==> src/rtl/sc1_boot_sequencer.sv <==
// Boots up to N_CORES cores from one shared ROM. Cores are held in reset and then released
// one at a time, each owning the ROM address bus for BOOT_CYCLES cycles.
module sc1_boot_sequencer #(
  parameter int N_CORES     = 4,
  parameter int ADDR_W      = 8,
  parameter int BOOT_CYCLES = 1032
) (
  input  logic                        clk,
  input  logic                        reset,
  input  logic                        start,
  input  logic [N_CORES-1:0]          core_mask,
  input  logic [N_CORES*ADDR_W-1:0]   core_rom_addr,
  output logic [ADDR_W-1:0]           rom_addr,
  output logic [N_CORES-1:0]          core_reset,
  output logic [3:0]                  active_core,
  output logic                        busy,
  output logic                        done
);

  localparam int                CNT_W     = $clog2(BOOT_CYCLES + 1);
  localparam logic [CNT_W-1:0]  CNT_LAST  = CNT_W'(BOOT_CYCLES - 1);
  localparam logic [3:0]        CORE_LAST = 4'(N_CORES - 1);

  typedef enum logic [2:0] {
    IDLE  = 3'd0,
    CLEAR = 3'd1,
    SCAN  = 3'd2,
    LOAD  = 3'd3,
    DONE  = 3'd4
  } state_t;

  state_t              state_r;
  logic [CNT_W-1:0]    count_r;
  logic [N_CORES-1:0]  mask_r;

  logic [ADDR_W-1:0]   addr_arr_s [16];
  logic [15:0]         mask_ext_s;
  logic [N_CORES-1:0]  sel_s;

  // Spread packed inputs over a full 16-entry index space so the 4-bit select indexes exactly
  always_comb begin
    mask_ext_s = 16'd0;
    sel_s      = '0;
    for (int k = 0; k < 16; k++) begin
      addr_arr_s[k] = '0;
    end
    for (int k = 0; k < N_CORES; k++) begin
      addr_arr_s[k] = core_rom_addr[k*ADDR_W +: ADDR_W];
      mask_ext_s[k] = mask_r[k];
      sel_s[k]      = (active_core == 4'(k));
    end
  end

  // The core samples ROM data two edges after driving its address, so this mux stays unregistered
  assign rom_addr = addr_arr_s[active_core];

  // Boot sequencing state machine with registered status and per-core resets
  always_ff @(posedge clk) begin
    if (reset) begin
      state_r     <= IDLE;
      count_r     <= '0;
      mask_r      <= '0;
      core_reset  <= '1;
      active_core <= 4'd0;
      busy        <= 1'b0;
      done        <= 1'b0;
    end else begin
      case (state_r)
        IDLE: begin
          if (start) begin
            mask_r      <= core_mask;
            active_core <= 4'd0;
            busy        <= 1'b1;
            state_r     <= SCAN;
          end else begin
            busy <= 1'b0;
            done <= 1'b0;
          end
        end
        CLEAR: begin
          active_core <= 4'd0;
          state_r     <= SCAN;
        end
        SCAN: begin
          if (mask_ext_s[active_core]) begin
            core_reset <= core_reset & ~sel_s;
            count_r    <= '0;
            state_r    <= LOAD;
          end else if (active_core == CORE_LAST) begin
            busy    <= 1'b0;
            done    <= 1'b1;
            state_r <= DONE;
          end else begin
            active_core <= active_core + 4'd1;
          end
        end
        LOAD: begin
          count_r <= count_r + CNT_W'(1);
          if (count_r == CNT_LAST) begin
            if (active_core == CORE_LAST) begin
              busy    <= 1'b0;
              done    <= 1'b1;
              state_r <= DONE;
            end else begin
              active_core <= active_core + 4'd1;
              state_r     <= SCAN;
            end
          end
        end
        DONE: begin
          // Re-boot passes through CLEAR so every core sees a full reset cycle
          if (start) begin
            mask_r     <= core_mask;
            core_reset <= '1;
            done       <= 1'b0;
            busy       <= 1'b1;
            state_r    <= CLEAR;
          end
        end
        default: begin
          busy    <= 1'b0;
          done    <= 1'b0;
          state_r <= IDLE;
        end
      endcase
    end
  end

endmodule

==> config.mk <==
export PLATFORM = sky130hd
export DESIGN_NAME = sc1_boot_sequencer
export DESIGN_NICKNAME = d
export VERILOG_FILES = /design/src/rtl/sc1_boot_sequencer.sv
export SDC_FILE = /design/constraint.sdc
export NUM_CORES = 1
export LEC_CHECK = 0
export ABC_AREA = 1
export BUFFER_PORTS_ARGS = -buffer_cell sky130_fd_sc_hd__clkbuf_2
export CAP_MARGIN = 0
export CELL_PAD_IN_SITES_DETAIL_PLACEMENT = 1
export CELL_PAD_IN_SITES_GLOBAL_PLACEMENT = 2
export CORE_MARGIN = 1
export CORE_UTILIZATION = 26
export CTS_CLUSTER_SIZE = 10
export DETAILED_ROUTE_END_ITERATION = 6
export PLACE_DENSITY = 0.86
export SYNTH_ARGS = -nofsm -noshare
export SYNTH_HDL_FRONTEND = slang
export SYNTH_SLANG_ARGS = --single-unit
export TNS_END_PERCENT = 5
==> constraint.sdc <==
create_clock -name clk -period 1.75 [get_ports clk]
set_input_delay 0.175 -clock clk [delete_from_list [all_inputs] [get_ports clk]]
set_output_delay 0.175 -clock clk [all_outputs]
set_load 0.1 [all_outputs]
# Word-level counts from Yosys, hierarchy flattened
# Index checks and enable logic that the tools add are counted.
dict set report classes {
  addsub 2
  n_reduce_logical 13
  bitwise 4
  n_eq_ne 15
  magnitude_cmp 2
  mux 34
}
# cell n
set ops {}
lappend ops {{$bmux 8 s4} 1}
lappend ops {{$mux 4} 6}
lappend ops {{$pmux 11 s2} 1}
lappend ops {{$mux 3} 6}
lappend ops {{$mux 8} 2}
lappend ops {{$pmux 4 s4} 1}
lappend ops {{$pmux 3 s5} 1}
lappend ops {{$ne 2x2->1 const B} 6}
lappend ops {{$reduce_and 4->1} 3}
lappend ops {{$add 11x1->11 const B} 1}
lappend ops {{$eq 11x11->1 const B} 1}
lappend ops {{$mux 1} 11}
lappend ops {{$mux 11} 1}
lappend ops {{$pmux 1 s5} 2}
lappend ops {{$eq 4x2->1 const B} 2}
lappend ops {{$pmux 4 s2} 1}
lappend ops {{$eq 3x2->1 const B} 2}
lappend ops {{$ge 5x5->1 const B} 1}
lappend ops {{$lt 4x5->1 const B} 1}
lappend ops {{$not 4->5} 1}
lappend ops {{$reduce_and 5->1} 1}
lappend ops {{$add 4x1->4 const B} 1}
lappend ops {{$and 4x4->4} 1}
lappend ops {{$bmux 1 s4} 1}
lappend ops {{13 further kinds} 15}
dict set report word_totals {
  regBits 28
  in_bits 39
  wordCells 77
}

# Logic depth before layout (Yosys ltp)
dict set report logic_depth {
  word_depth 5
  ltp_mapped 10
  ltp_nobuf 10
}

# Worst setup path after synthesis
# No wires, ideal clock.
dict set report synth_timing {
  path_kind {flip-flop to output port}
  startpoint {reg active_core[0]}
  endpoint {out rom_addr[0]}
  setup_slack_ns -1.662
  stages_incl_launch_ff 7
  required_time_ns 1.575
  arrival_ns 3.237
  cell_sequence {dfxtp_1 -> buf_2 -> buf_2 -> nor2_1 -> nor2_1 -> o21ai_0 -> a21oi_1}
}
dict set report synth_between {
  elab_chain_cells 4
}
# item line_no
set synth_lines {}
lappend synth_lines {{from (decl)} 15} ;# output logic [3:0] active_core,
lappend synth_lines {{from (signal assigned)} 94} ;# active_core <= active_core + 4'd1;
lappend synth_lines {{from (signal assigned)} 105} ;# active_core <= active_core + 4'd1;
lappend synth_lines {{$not 4->5 (implied by the code)} 55} ;# assign rom_addr = addr_arr_s[active_core];
lappend synth_lines {{$bmux 8 s4} 55}
lappend synth_lines {{$mux 8 (implied by the code) (2 in series)} 55}
lappend synth_lines {{to (decl)} 13} ;# output logic [ADDR_W-1:0] rom_addr,
# No other way between the ends. The select of a mux whose other input is x is not followed.

# Worst setup path in the final report
dict set report layout_timing {
  startpoint {reg active_core[0]}
  endpoint {out rom_addr[5]}
}
# Same word-level chain as after synthesis.

==> results.sh <==
export IMPL_p_int_uw=1622
export IMPL_setup_viol=0
export IMPL_worst_slack_ps=70.87
export IMPL_hold_violations=0
export IMPL_period_share=0.9595
export IMPL_core_um2=6386
export IMPL_worst_pin_slew_ps=553.8
export IMPL_ys_types=29
export IMPL_synth_cell_area_um2=1738
export IMPL_syn_to_final_growth_pct=41.83
export IMPL_die_area_um2=7015
export IMPL_hold_path_class="input port to flip-flop"
export IMPL_grt_pass1_vias=2003
export IMPL_crit_chain="inv_4 > buf_4 > o21ai_0 > a21oi_4 > buf_12"
export IMPL_clk_pin_slew_ps=90
export IMPL_critPathCaptureType="primary output"
export IMPL_cts_buffers=3
export IMPL_drive_gt1_frac=0.3006
export IMPL_wl_per_cell_um=12.77
export IMPL_fillers=847
export IMPL_first_pass_iters=3
export IMPL_cts_buffer_depth=2
export IMPL_ir_drop_mv=0.8270
export IMPL_path_class="flip-flop to primary output"
export IMPL_ios=57
export IMPL_cts_sink_count=28
export IMPL_slew_headroom=0.6324
export IMPL_start_util=0.2721
export IMPL_grt_antenna_before_repair=0
export IMPL_htreeDepth=1
export IMPL_rows=29
export IMPL_clkLatencyLatePin_ps=280
export IMPL_antenna_left=0
export IMPL_power_frac_comb=0.644
export IMPL_via_per_inst=4.755
export IMPL_setup_tns_ps=0
export IMPL_drtIter0Drc=42
export IMPL_p_per_area_nw_per_um2=1371
export IMPL_grt_pass1_wl_um=9101
export IMPL_grtUsageTotal=0.1556
export IMPL_n_antenna_cell=0
export IMPL_cts_tree="built"
export IMPL_r2r_start="active_core[0]$_SDFFE_PP0P_"
export IMPL_r2r_cells=7
export IMPL_start_kind="flip-flop"
export IMPL_yosysWarnings=0
export IMPL_swShare=0.5199
export IMPL_fin_skew_ps=4.541
export IMPL_cts_hold_fix_buffers=0
export IMPL_crit_fanout=17
export IMPL_worstPathRequired_ps=1570
export IMPL_yosysSeqAreaShare=0.3225
export IMPL_rsz0062_at_grt="yes"
export IMPL_cts_root_buffer="clkbuf_8"
export IMPL_drv_cap=0
export IMPL_place_detailed_hpwl_um=4271
export IMPL_pwr_share_clk=0.119
export IMPL_seq_power_share=0.237
export IMPL_synth_cells=274
export IMPL_drc_errors=0
export IMPL_place_ws_ps=188.6
export IMPL_die_x_um=83.76
export IMPL_power_uw=3378
export IMPL_critPathSlowestCell="dfxtp_4"
export IMPL_path_delay_family="buffers and inverters"
export IMPL_reg2reg_slack_ps=210
export IMPL_die_h_um=83.76
export IMPL_arrival_ps=1500
export IMPL_routabilityCongestion=0.7928
export IMPL_leakagePower_uw=0.001058
export IMPL_numPortBuffers=56
export IMPL_layout_min_cycle_time_ps=1679
export IMPL_drt_total_wl_um=5274
export IMPL_fmax_ghz=0.5955
export IMPL_min_delay_start="core_mask[1]"
export IMPL_synth_avg_cell_area_um2=6.343
export IMPL_power_switching_uw=1757
export IMPL_fin_nets=381
export IMPL_overflow=0
export IMPL_drv_slew=0
export IMPL_slowest_delay_ps=410
export IMPL_r2r_end="active_core[2]$_SDFFE_PP0P_"
export IMPL_grt_max_degree=18
export IMPL_outcome="completed"
export IMPL_place_area_um2=2352
export IMPL_dr_total_vias=1964
export IMPL_fin_util=0.3860
export IMPL_synth_nets=318
export IMPL_synth_seq_cells=28
export IMPL_path_buf_inv=3
export IMPL_worstHoldPathCells=3
export IMPL_postLayoutCellArea_um2=2465
export IMPL_min_to="mask_r[1]$_SDFFE_PP0P_"
## logic make-up after synthesis
family,count (synthesis),synth area share
AO/OA/AOI/OAI,68,0.2095
XOR/XNOR,2,0.01008
adder cells (fa/ha/maj),5,0.03600
buffers and inverters,36,0.08208
flip-flops,28,0.3225
AND/OR/NAND/NOR,135,0.3398
## worst max path at each step
stage,cells after the start,end,start,slack (ps)
after global placement,8,core_reset[0]$_SDFFE_PP1P_,active_core[1]$_SDFFE_PP0P_,240
after CTS,5,rom_addr[5],active_core[0]$_SDFFE_PP0P_,1
after detailed placement,10,count_r[10]$_SDFFE_PP0P_,count_r[0]$_SDFFE_PP0P_,190
final,5,rom_addr[5],active_core[0]$_SDFFE_PP0P_,70
after floorplan,3,rom_addr[0],active_core[3]$_SDFFE_PP0P_,-120
after global routing,5,rom_addr[4],active_core[1]$_SDFFE_PP0P_,-10
## cell usage in the layout, fill, tap and decap left out, types with 7 or more instances in the layout
| cell | instances |
|---|---|
| nand2_1 | 47 |
| a21oi_4 | 8 |
| inv_1 | 20 |
| dfxtp_1 | 24 |
| buf_4 | 7 |
| o21ai_1 | 15 |
| nand3_1 | 20 |
| o21ai_0 | 17 |
| clkbuf_2 | 48 |
| nor2_1 | 52 |
| a21oi_1 | 23 |
| buf_12 | 9 |
## Yosys cell counts
| library cell | number | share of area |
|---|---|---|
| a21oi_1 | 31 | 0.089 |
| a21oi_2 | 1 | 0.0050 |
| a22oi_1 | 1 | 0.0043 |
| buf_2 | 4 | 0.012 |
| clkbuf_1 | 3 | 0.0065 |
| clkinv_1 | 1 | 0.0022 |
| dfxtp_1 | 28 | 0.32 |
| ha_1 | 5 | 0.036 |
| inv_1 | 21 | 0.045 |
| inv_2 | 6 | 0.013 |
| inv_4 | 1 | 0.0036 |
| nand2_1 | 47 | 0.10 |
| nand2_2 | 3 | 0.011 |
| nand2_4 | 1 | 0.0065 |
| nand3_1 | 20 | 0.058 |
| nand3_2 | 1 | 0.0058 |
| nand3_4 | 1 | 0.010 |
| nand3b_1 | 2 | 0.0086 |
| nand4_1 | 4 | 0.014 |
| nor2_1 | 53 | 0.11 |
| nor2_2 | 2 | 0.0072 |
| nor3_1 | 1 | 0.0029 |
| o21ai_0 | 28 | 0.081 |
| o21ai_1 | 4 | 0.012 |
| o21ai_2 | 1 | 0.0050 |
| o21ai_4 | 1 | 0.0094 |
| o21bai_1 | 1 | 0.0043 |
| xnor2_1 | 1 | 0.0050 |
| xor2_1 | 1 | 0.0050 |
## power groups by stage
stage	clock network [µW]	logic (µW)	registers, µW
floorplan	0	1340	1030
global placement	0	2110	818
detailed placement	0	2130	820
CTS	432	2150	810
global route	440	2340	816
finish	402	2180	800
## registers in the layout (all words and copies together) (netlist names)
register,count
core_reset,4
busy,1
active_core,4
state_r,3
mask_r,4
done,1
count_r,11
## metal layers
metal	GRT usage	part of all wire	up-vias	routed length, µm
li1	-	-	1025	-
met1	0.1855	0.45	895	2398
met2	0.2860	0.50	40	2632
met3	0.02770	0.037	4	196
met4	0.03852	0.0087	0	46
met5	0	0	-	0
## cell type report
type	count	area [µm²]	share of cell area
Tap cell	77	96.34	0.03909
Sequential cell	28	575.6	0.2335
Timing Repair Buffer	65	488.0	0.1980
Clock buffer	4	55.05	0.02234
Inverter	29	117.6	0.04772
Multi-Input combinational cell	210	1132	0.4594
## per-stage QoR
step | std cells | hold WS (ps)
2_1_floorplan | 274 | 244.1
3_3_place_gp | 405 | 439.3
3_5_place_dp | 405 | 456.2
4_1_cts | 410 | 167.2
5_1_grt | 413 | 198.2
6_report | 413 | 174.4
## what timing repair did
| item | in CTS | in global routing |
|---|---|---|
| gates resized for setup | 5 | 3 |
| pin swaps | 0 | 0 |
| setup buffers | 1 | 3 |
| setup endpoints to repair | 8 | 10 |
## tightest hold or removal path: stages
cell and delay, ps:
clkbuf_2 70, o21ai_0 70, a21oi_1 100
(Power assumes the default switching activity.)
